### src/rtl/gf180mcu_fd_sc_mcu9t5v0__ro_freq_meter.sv
// Ring-oscillator frequency meter.
// Synchronises the asynchronous RO_IN, then counts its rising edges over a
// programmable window of CLK cycles and reports a saturating count with a
// one-cycle DONE pulse. All outputs are registered.
module gf180mcu_fd_sc_mcu9t5v0__ro_freq_meter #(
  parameter int unsigned WIN_W       = 16,
  parameter int unsigned CNT_W       = 16,
  parameter int unsigned SYNC_STAGES = 2
) (
  input  logic             CLK,
  input  logic             RST,
  input  logic             RO_IN,
  input  logic             START,
  input  logic [WIN_W-1:0] WIN,
  output logic             BUSY,
  output logic             DONE,
  output logic [CNT_W-1:0] COUNT,
  output logic             OVF
);

  localparam logic [CNT_W-1:0] CNT_MAX = {CNT_W{1'b1}};

  typedef enum logic [1:0] {
    ST_IDLE  = 2'd0,
    ST_ARM   = 2'd1,
    ST_COUNT = 2'd2,
    ST_DONE  = 2'd3
  } state_e;

  state_e                 state_q, state_d;
  logic [SYNC_STAGES-1:0] sync_q, sync_d;
  logic                   rs_d_q, rs_d_d;
  logic [WIN_W-1:0]       win_cnt_q, win_cnt_d;
  logic [CNT_W-1:0]       count_q, count_d;
  logic                   ovf_q, ovf_d;
  logic                   busy_q, busy_d;
  logic                   done_q, done_d;
  logic                   rs_c;
  logic                   rise_c;

  // Synchroniser shift and edge detection; rs_d simply trails rs every cycle,
  // so the ARM cycle flushes any edge that predates the window.
  always_comb begin
    sync_d = {sync_q[SYNC_STAGES-2:0], RO_IN};
    rs_c   = sync_q[SYNC_STAGES-1];
    rs_d_d = rs_c;
    rise_c = rs_c & ~rs_d_q;
  end

  // Synchroniser and edge-detect registers
  always_ff @(posedge CLK or posedge RST) begin
    if (RST) begin
      sync_q <= '0;
      rs_d_q <= 1'b0;
    end else begin
      sync_q <= sync_d;
      rs_d_q <= rs_d_d;
    end
  end

  // FSM state register
  always_ff @(posedge CLK or posedge RST) begin
    if (RST) begin
      state_q <= ST_IDLE;
    end else begin
      state_q <= state_d;
    end
  end

  // FSM next-state logic
  always_comb begin
    state_d = state_q;
    case (state_q)
      ST_IDLE: begin
        if (START) state_d = ST_ARM;
      end
      ST_ARM: begin
        if (win_cnt_q == '0) state_d = ST_DONE;
        else                 state_d = ST_COUNT;
      end
      ST_COUNT: begin
        if (win_cnt_q == WIN_W'(1)) state_d = ST_DONE;
      end
      ST_DONE: begin
        state_d = ST_IDLE;
      end
      default: begin
        state_d = ST_IDLE;
      end
    endcase
  end

  // Output and datapath next values: window countdown, saturating edge count
  always_comb begin
    win_cnt_d = win_cnt_q;
    count_d   = count_q;
    ovf_d     = ovf_q;
    busy_d    = (state_d != ST_IDLE);
    done_d    = (state_d == ST_DONE);
    case (state_q)
      ST_IDLE: begin
        if (START) win_cnt_d = WIN;
      end
      ST_ARM: begin
        count_d = '0;
        ovf_d   = 1'b0;
      end
      ST_COUNT: begin
        win_cnt_d = win_cnt_q - WIN_W'(1);
        if (rise_c) begin
          if (count_q == CNT_MAX) ovf_d   = 1'b1;
          else                    count_d = count_q + CNT_W'(1);
        end
      end
      default: begin
      end
    endcase
  end

  // Datapath and output registers
  always_ff @(posedge CLK or posedge RST) begin
    if (RST) begin
      win_cnt_q <= '0;
      count_q   <= '0;
      ovf_q     <= 1'b0;
      busy_q    <= 1'b0;
      done_q    <= 1'b0;
    end else begin
      win_cnt_q <= win_cnt_d;
      count_q   <= count_d;
      ovf_q     <= ovf_d;
      busy_q    <= busy_d;
      done_q    <= done_d;
    end
  end

  assign BUSY  = busy_q;
  assign DONE  = done_q;
  assign COUNT = count_q;
  assign OVF   = ovf_q;

endmodule

### config.mk
export PLATFORM = sky130hd
export DESIGN_NAME = gf180mcu_fd_sc_mcu9t5v0__ro_freq_meter
export DESIGN_NICKNAME = d
export VERILOG_FILES = /design/src/rtl/gf180mcu_fd_sc_mcu9t5v0__ro_freq_meter.sv
export SDC_FILE = /design/constraint.sdc
export NUM_CORES = 1
export LEC_CHECK = 0
export CAP_MARGIN = 15
export CORE_AREA = 2 2 68 70
export CTS_CLUSTER_SIZE = 20
export DETAILED_ROUTE_END_ITERATION = 8
export DIE_AREA = 0 0 70 72
export HOLD_SLACK_MARGIN = 0.05
export PLACE_DENSITY = 0.89
export REMOVE_ABC_BUFFERS = 1
export SYNTH_ARGS = -nofsm -noshare
export SYNTH_HDL_FRONTEND = slang
export SYNTH_SLANG_ARGS = --single-unit
### constraint.sdc
create_clock -name CLK -period 6.2 [get_ports CLK]
set_clock_uncertainty 0.15 [all_clocks]
set_input_delay 0.93 -clock CLK [delete_from_list [all_inputs] [get_ports CLK]]
set_output_delay 0.93 -clock CLK [all_outputs]
set_load 0.02 [all_outputs]
==> summary.md <==
| Metric | Value |
|---|---|
| Antenna viol nets, final | 0 |
| Worst hold slack | between 200 and 250 ps |
| Pwr Total | 586.6 uW |
| First DRT Iteration DRCs | 205 |
| Start point of the critical path | state_q[0] |
| ANT cells | 0 |
| Most frequent cell after synthesis | dfrtp_1 |
| Top cells by count, synth | dfrtp_1, a21oi_1, nand2_1, o21ai_0, nand3_1 |
| Final wirelength | 5.402 mm |
| Largest stage delay on the critical path | 550 ps |
| Gate Count Post-Synth | 258 |
| Final setup viols | 0 |
| Final hold vios | 0 |
| Ys async rst share | 100.0% |
| Clk root buf | clkbuf_8 |
| Fin crit period | 2580 ps |
| FF-to-FF Start | state_q[0] |
| Cts hold-fix bufs | 0 |
| Synth Flop Type | dfrtp_1 |
| Seq/Total Area, Yosys | 42.83% |
| Initial antenna violation count | 0 |
| First-pass GRT wire length | 9.308 mm |
| Total CTS buffers | 5 |
| Syn Area/Cell | roughly 9.1 um^2 |
| GRT Residual Overflow | 0 |
| Slew HR | 57.18% |
| Via count | 2159 |
| Max_cap viols | 0 |
| Synth Cell Area | approximately 2300 um^2 |
| R2R setup slack | 3620 ps |
| Skew-Pair Late Insertion Delay | 290 ps |
| Row count | 24 |
| # resized after CTS | 0 |
| Slowest-stage cell, CP | or4_1 |
| Setup bufs post-CTS | 0 |
| Sequential Area | between 1000 and 1500 um^2 |
| Largest net degree at the start of global routing | 45 |
| Tightest Hold Check Type | reg -> reg |
| Share of cells above drive strength 1 | 6.529% |
| CTS Buffer Depth | 2 |
| DR pass1 iterations | 4 |
| Most common cell on crit path | or4_1 |
| Critical Path Fanout Max | 44 |
| Pleak | between 1 and 1.5 nW |
| Final non-filler cell area | 2831 um^2 |
| Synth warn | 0 |
| Slew Limit Fails | 0 |
| CTS tree | done |
| Crit-path cells | inv_1, ha_1, buf_4, nand4_1, or4_1, or4_1, a21oi_1 |
| Core Area | 4264 um^2 |
| Die W | 70 um |
| Setup Crit Path Kind | reg -> reg |
| Hold path start | sync_q[0] |
| CTS H-tree lvls | 2 |
| CP arrival | 2640 ps |
| Fmax | 387.6 MHz |
| Synth area leader | dfrtp_1 |
| Critical Path End Type | flop |
| DIE AREA | 5040 um^2 |
| Filler cells | 362 |
| Post-synth EDFFs | 0 |
| Area Overhead vs Synth | 21.15% |
| Vias in the first global route | 2009 |
| Initial Utilization | a little over half |
| Synth top area share | about 43% |
| Reg clk slew, reported paths | around 70 ps |
| Status | finished clean |
| Final worst-path cycle share | 41.61% |
| IO Pins | 39 |
| Final HPWL DP | 3.769 mm |
| Power Density | 207.2 nW/um^2 |
| CP required | about 6300 ps |
| Worst-Margin Slew | 624.4 ps |
| Synth area leaders | dfrtp_1, a21oi_1, o21ai_0 |
| Die Ht | 72 um |
| Via density | 6.294 |
| Post-Place Cell Area | between 2000 and 3000 um^2 |
| Multi-input logic area | 1225 um^2 |
| Clock sink count | 40 |
| Maximum vdd drop | 0.0001397 V |
| Routed WL per cell | about 16 um |
| Distinct cell type count after synthesis | 48 |
| DRC Markers | 0 |
| Final nets | 317 |
| Gp weighted congestion | between 0.8 and 0.9 |
| IO buf count | 38 |
| RSZ-0062 raised after global routing | false |
| All-Layer GR Usage | 22.84% |
| Seq cells post-synth | 40 |
| Setup tns final | 0 ps |
| CP startpoint kind | flop |
==> logic make-up (layout without fill, tap and decap cells) <==
logic type | Yosys count | in the layout | share of synthesized area, %
xor+xnor | 1 | 1 | 0.3748
flops | 40 | 40 | 42.83
compound gates | 78 | 78 | 21.15
mux | 6 | 6 | 2.623
simple gates | 101 | 101 | 25.05
fa+ha+maj | 6 | 6 | 3.212
buf+inv | 26 | 59 | 4.764
==> path summary, 6_finish.rpt <==
check,endpoint,cells after the start
hold reg to reg,sync_q[1],0
min in group asynchronous,COUNT[13],3
setup reg to reg,COUNT[11],7
hold / removal,sync_q[1],0
setup / recovery,COUNT[11],7
max in group asynchronous,sync_q[1],3
==> state kept, by name, indices dropped and copies added, names as in the netlist <==
register and count:
OVF 1, win_cnt_q 16, sync_q 2, BUSY 1, COUNT 16, state_q 2
rs_d_q 1, DONE 1
==> report_power, final <==
part	switching, mW	total, mW	leakage [nW]	internal, mW
clock network	0.0868	0.186	0.0503	0.0991
logic	0.0489	0.101	0.607	0.0518
registers	0.0239	0.300	0.478	0.276
==> metrics by stage <==
step | std cells | setup slack, ps | util (%)
after floorplan | 243 | 3455 | -
after detailed placement | 336 | 3570 | 64.14
final | 343 | 3620 | 66.40
after global placement | 336 | 3642 | 64.14
after global routing | 343 | 3471 | 66.40
after CTS | 343 | 3648 | 66.40
==> worst max-delay path, delay by kind of cell, from the launching register on <==
kind                     cells  cell delay, ps
AND/OR/NAND/NOR              3            1200
flip-flops                   1             400
adder cells (fa/ha/maj)      1             150
buffers and inverters        2             450
AO/OA/AOI/OAI                1             160
==> routing by layer <==
metal  routed length (um)  share of wire, %  GRT usage [%]  vias up
li1                     -                 -              -     1043
met5                    0                 0              0        -
met3                  286               5.3          5.000       14
met4                   99               1.8          8.761        0
met1                 2369                44          31.16     1030
met2                 2646                49          36.08       72
==> cell usage in the layout, fill, tap and decap left out, types with 2 or more instances in the layout <==
cell type and instances:
o21ai_0 16, nor2_1 9, nand3_1 15, o22ai_1 8, nor2b_1 3, a21oi_1 22
or3_1 7, o31ai_1 7, buf_4 3, o41ai_1 3, clkbuf_8 7, or4_1 9
nand2b_1 5, mux2i_1 5, clkdlybuf4s50_1 38, nand3b_1 2, a2bb2oi_1 4, o211ai_1 6
inv_1 11, or3_2 3, a31oi_1 2, nor4_1 6, ha_1 6, o21a_1 2
nand2_1 19, nor3_1 8, nor3b_1 3, nand4_1 5, dfrtp_1 40
==> final cells by class <==
cell class / count / area share, %
tap: 52 / 2.298
timing repair buffer: 41 / 14.23
clock buffer: 7 / 3.403
inverter: 11 / 1.458
sequential: 40 / 35.35
multi-input combinational: 192 / 43.26
Note: power is estimated with default switching activity, not from simulation.
